<file path="src/rtl/cpu_pkg.sv">
// Shared CPU definitions: instruction field layout and the fetch-stage state
// encoding. The decoder slices op/funct with the same constants.
package cpu_pkg;

  localparam int INST_W    = 16;
  localparam int OP_W      = 5;
  localparam int OP_MSB    = INST_W - 1;
  localparam int OP_LSB    = INST_W - OP_W;
  localparam int FUNCT_BIT = 0;

  typedef enum logic [1:0] {
    IDLE = 2'd0,
    REQ  = 2'd1,
    FULL = 2'd2,
    DROP = 2'd3
  } fetch_state_e;

endpackage

</file>
<file path="src/rtl/fetch_unit.sv">
// Instruction fetch stage: owns the PC, fetches from instruction memory over a
// req/ack handshake, holds one instruction for decode and flushes on redirect.
//
// Handshakes:
//   imem: imem_req is held high with a stable imem_addr until imem_ack pulses;
//         imem_rdata is valid in the ack cycle. A request is never withdrawn
//         except by reset.
//   decode: inst/inst_pc are stable while inst_valid=1; the instruction is
//         consumed on a rising edge where inst_valid && inst_ready, unless
//         redirect is high in that cycle (redirect wins and flushes it).
// imem_req and inst_valid are decoded from the state register, so they can
// never be high together.
module fetch_unit
  import cpu_pkg::fetch_state_e;
  import cpu_pkg::IDLE;
  import cpu_pkg::REQ;
  import cpu_pkg::FULL;
  import cpu_pkg::DROP;
  import cpu_pkg::OP_W;
  import cpu_pkg::FUNCT_BIT;
#(
  parameter int               PC_W     = 8,
  parameter int               INST_W   = cpu_pkg::INST_W,
  parameter logic [PC_W-1:0]  RESET_PC = '0
) (
  input  logic              clk,
  input  logic              reset,
  output logic              imem_req,
  output logic [PC_W-1:0]   imem_addr,
  input  logic              imem_ack,
  input  logic [INST_W-1:0] imem_rdata,
  output logic              inst_valid,
  input  logic              inst_ready,
  output logic [INST_W-1:0] inst,
  output logic [OP_W-1:0]   op,
  output logic              funct,
  output logic [PC_W-1:0]   inst_pc,
  output logic [PC_W-1:0]   pc_plus1,
  input  logic              redirect,
  input  logic [PC_W-1:0]   redirect_pc,
  input  logic              halt,
  output fetch_state_e      state_dbg
);

  fetch_state_e      state, state_n;
  logic [PC_W-1:0]   pc, pc_n;
  logic [PC_W-1:0]   addr_q, addr_n;
  logic [INST_W-1:0] inst_q, inst_n;
  logic [PC_W-1:0]   inst_pc_q, inst_pc_n;

  // State and datapath registers; reset abandons any outstanding request.
  always_ff @(posedge clk or posedge reset) begin
    if (reset) begin
      state     <= IDLE;
      pc        <= RESET_PC;
      addr_q    <= '0;
      inst_q    <= '0;
      inst_pc_q <= '0;
    end else begin
      state     <= state_n;
      pc        <= pc_n;
      addr_q    <= addr_n;
      inst_q    <= inst_n;
      inst_pc_q <= inst_pc_n;
    end
  end

  // Next-state and next-datapath decode for the fetch sequencer.
  always_comb begin
    state_n   = state;
    pc_n      = pc;
    addr_n    = addr_q;
    inst_n    = inst_q;
    inst_pc_n = inst_pc_q;
    case (state)
      IDLE: begin
        if (redirect) pc_n = redirect_pc;
        if (!halt) begin
          addr_n  = redirect ? redirect_pc : pc;
          state_n = REQ;
        end
      end
      REQ: begin
        if (redirect) begin
          // Either drop the word arriving now, or wait out the in-flight
          // access in DROP; the target is refetched afterwards.
          pc_n    = redirect_pc;
          state_n = imem_ack ? IDLE : DROP;
        end else if (imem_ack) begin
          inst_n    = imem_rdata;
          inst_pc_n = addr_q;
          pc_n      = addr_q + PC_W'(1);
          state_n   = FULL;
        end
      end
      FULL: begin
        if (redirect) begin
          pc_n    = redirect_pc;
          state_n = IDLE;
        end else if (inst_ready) begin
          if (halt) begin
            state_n = IDLE;
          end else begin
            addr_n  = pc;
            state_n = REQ;
          end
        end
      end
      DROP: begin
        // addr_q stays put so the abandoned access completes as issued.
        if (redirect) pc_n = redirect_pc;
        if (imem_ack) begin
          if (halt) begin
            state_n = IDLE;
          end else begin
            addr_n  = redirect ? redirect_pc : pc;
            state_n = REQ;
          end
        end
      end
      default: state_n = IDLE;
    endcase
  end

  assign imem_req   = (state == REQ) || (state == DROP);
  assign imem_addr  = addr_q;
  assign inst_valid = (state == FULL);
  assign inst       = inst_q;
  assign op         = inst_q[INST_W-1 -: OP_W];
  assign funct      = inst_q[FUNCT_BIT];
  assign inst_pc    = inst_pc_q;
  assign pc_plus1   = inst_pc_q + PC_W'(1);
  assign state_dbg  = state;

endmodule

</file>
<file path="config.mk">
export PLATFORM = sky130hd
export DESIGN_NAME = fetch_unit
export DESIGN_NICKNAME = d
export VERILOG_FILES = /design/src/rtl/cpu_pkg.sv /design/src/rtl/fetch_unit.sv
export SDC_FILE = /design/constraint.sdc
export NUM_CORES = 1
export LEC_CHECK = 0
export BUFFER_PORTS_ARGS = -buffer_cell sky130_fd_sc_hd__buf_2
export CORE_AREA = 5 5 52 100
export DETAILED_ROUTE_END_ITERATION = 10
export DIE_AREA = 0 0 57 105
export PLACE_DENSITY = 0.82
export SETUP_SLACK_MARGIN = 0.02
export SLEW_MARGIN = 0
export SYNTH_ARGS = -nofsm -noshare
export SYNTH_HDL_FRONTEND = slang
export SYNTH_SLANG_ARGS = --single-unit
</file>
<file path="constraint.sdc">
create_clock -name clk -period 2.8 [get_ports clk]
set_input_delay 0.28 -clock clk [delete_from_list [all_inputs] [get_ports clk]]
set_output_delay 0.28 -clock clk [all_outputs]
set_load 0.01 [all_outputs]
</file>
==> flow_metrics.tcl <==
set metrics [dict create \
    io_buffers 79 \
    grt_max_degree 27 \
    cts_num_sinks 42 \
    worstSetupStartpoint "state_dbg[0]" \
    power.leakage_nw 1.33 \
    endpoint_kind "flop" \
    track_usage_pct 16.6 \
    status "complete, no violations" \
    final_antenna_net_count 0 \
    cts_hold_buf 0 \
    first_pass_iters 4 \
    cp_max_fo 26 \
    worst_pin_slew_ns 0.913 \
    r2r_cells 3 \
    skew_ns 0.00336 \
    netlist_area_um2 2200 \
    finalWeightedCongestion 0.808 \
    area_growth_pct 21.7 \
    slowest_delay_ns 0.51 \
    dieArea_um2 5990 \
    synth.distinct_cells 36 \
    post-route-min-period_ns 1.94 \
    synth.most_common_cell "dfrtp_1" \
    crit_required_ns 2.98 \
    synthTopCellsByCount "42 x dfrtp_1, 22 x mux2_2, 17 x mux2_4, 15 x nand2_1, 12 x o21ai_0" \
    tns_ns 0 \
    crit_end "inst[13]" \
    dp_hpwl_mm 3.74 \
    ys.flop_type "dfrtp_1" \
    clk_latency_ns 0.29 \
    period_share_pct 69.3 \
    vias 1613 \
    setup_viol 0 \
    synthCells 180 \
    hold_viol_final 0 \
    synth_top_area_cell "dfrtp_1" \
    relSlewSlack_pct 39.1 \
    fin_nets 287 \
    rsz0062_at_grt "no" \
    ir_drop_mv 0.632 \
    avgRoutedWirePerCell_um 15.6 \
    routed_via_density 5.20 \
    drive_gt1_share_pct 52.0 \
    avgSynthCellArea_um2 12.2 \
    r2r_start "state_dbg[0]" \
    core_um2 4340 \
    initial_core_util_pct 50.7 \
    hold_class "in2async" \
    clock.fmax_mhz 515 \
    yosys_warnings 0 \
    yosysTopAreaCellShare_pct 47.8 \
    cts_root_buf "clkbuf_8" \
    die_h_um 105 \
    num_antenna_cells 0 \
    fillers 397 \
    fp.dieW_um 57 \
    yosysSeqAreaShare_pct 47.8 \
    hold_slack_ns 0.178 \
    antenna_found_initial 0 \
    rows 34 \
    cts_resized 0 \
    drv_slew 0 \
    power_density_nw_per_um2 998 \
    numCtsBuffers 5 \
    overflow 0 \
    cts_buffer_depth 2 \
    cts_tree "built" \
    max-cap-violations 0 \
    drc 0 \
    grt_pass1_wl_mm 7.85 \
    cts_setup_buffers 0 \
    wl_mm 4.84 \
    worst-setup-path-type "reg2reg" \
    grt_pass1_vias 1654 \
    syn_nets 212 \
    path_clk_slew_ns 0.08 \
    synth-edff-count 0 \
    startpoint_type "flop" \
    ios 80 \
    crit_path_top_delay_cell "dfrtp_1" \
    r2r_setup_slack_ns 0.86 \
    htreeDepth 2 \
    rr_endpoint "inst[13]" \
    initialDrtViolationCount 23 \
    synthTopCellsByArea "dfrtp_1 48%, mux2_4 12%, mux2_2 11%, xnor2_1 3.2%, o21ai_0 2.7%" \
    async_reset_ff_share_pct 100 \
    crit_chain "or3b_4 > nor2_8 > mux2_2" \
    ys_seq_elements 42 \
    arrival_ns 2.12 \
]
[power breakdown]
| part | switching (W) | internal [W] |
|---|---|---|
| sequential | 0.000271 | 0.000842 |
| combinational | 0.000497 | 0.000600 |
| clock | 0.000199 | 0.000262 |
[cell type report]
cell class | count | area (µm²) | area share, %
clock inverters | 3 | 40.0 | 1.50
well taps | 54 | 67.6 | 2.52
clock buffers | 5 | 68.8 | 2.57
repair buffers | 81 | 410 | 15.3
multi-input cells | 120 | 1020 | 38.1
inverters | 5 | 18.8 | 0.701
flip-flops and latches | 42 | 1050 | 39.3
[cells in the final DEF, fill, tap and decap left out, types with 2 or more instances in the layout]
master    instances
buf_4             2
clkbuf_8          5
clkinv_2          2
dfrtp_1          42
o21a_1            2
mux2_2           22
nand3_1           8
o32a_1            2
inv_1             5
xnor2_1           8
o21ai_0          12
a21oi_1           4
ha_1              2
mux2i_1           2
nand2_1          15
nand2b_1          2
nor2_1            5
nor2b_1           2
buf_2            79
mux2_4           17
xor2_1            2
[worst min-delay path by stage]
stage,to,slack [ns]
4_1_cts,inst[14],0.20
6_report,inst[6],0.18
2_1_floorplan,pc[0],0.40
3_5_place_dp,inst[3],0.49
3_3_place_gp,inst[10],0.49
5_1_grt,inst[1],0.21
[metal layers]
layer / vias up / wire length [µm] / global-route usage [%] / part of all wire, %
met5: - / 0 / 0 / 0
met4: 0 / 91 / 6.80 / 1.9
met3: 5 / 210 / 2.72 / 4.3
met2: 39 / 2700 / 30.0 / 56
met1: 792 / 1840 / 18.6 / 38
li1: 777 / - / - / -
[registers in the layout (all words and copies together) (netlist names)]
register,cells
state_dbg,2
pc,8
inst,16
inst_pc,8
imem_addr,8
[kinds of logic after synthesis]
logic type                 Yosys count  synth area share, %
and+or+nand+nor                     41                 9.84
buffers and inverters               18                 5.86
muxes                               41                 23.8
AOI/OAI and AO/OA                   26                 7.62
adders and majority gates            2                 1.14
DFF                                 42                 47.8
xor gates and xnor gates            10                 3.98
[through the flow]
| step | std cells | power (W) | utilization (%) | cell area [µm²] | worst slack, ns |
|---|---|---|---|---|---|
| 2_1_floorplan | 180 | 0.00182 | - | 2200 | 1.11 |
| 3_3_place_gp | 302 | 0.00220 | 59.2 | 2570 | 0.883 |
| 4_1_cts | 310 | 0.00271 | 61.7 | 2680 | 0.833 |
| 5_1_grt | 310 | 0.00285 | 61.7 | 2680 | 0.751 |
| 3_5_place_dp | 302 | 0.00224 | 59.2 | 2570 | 0.816 |
| 6_report | 310 | 0.00267 | 61.7 | 2680 | 0.860 |
[worst max-delay path: cells and delay by family, from the launching register on]
family           cells  cell delay [ns]
and+or+nand+nor      2             0.91
DFF                  1             0.51
muxes                1             0.40
No activity file was read; power rests on OpenSTA's default activity.
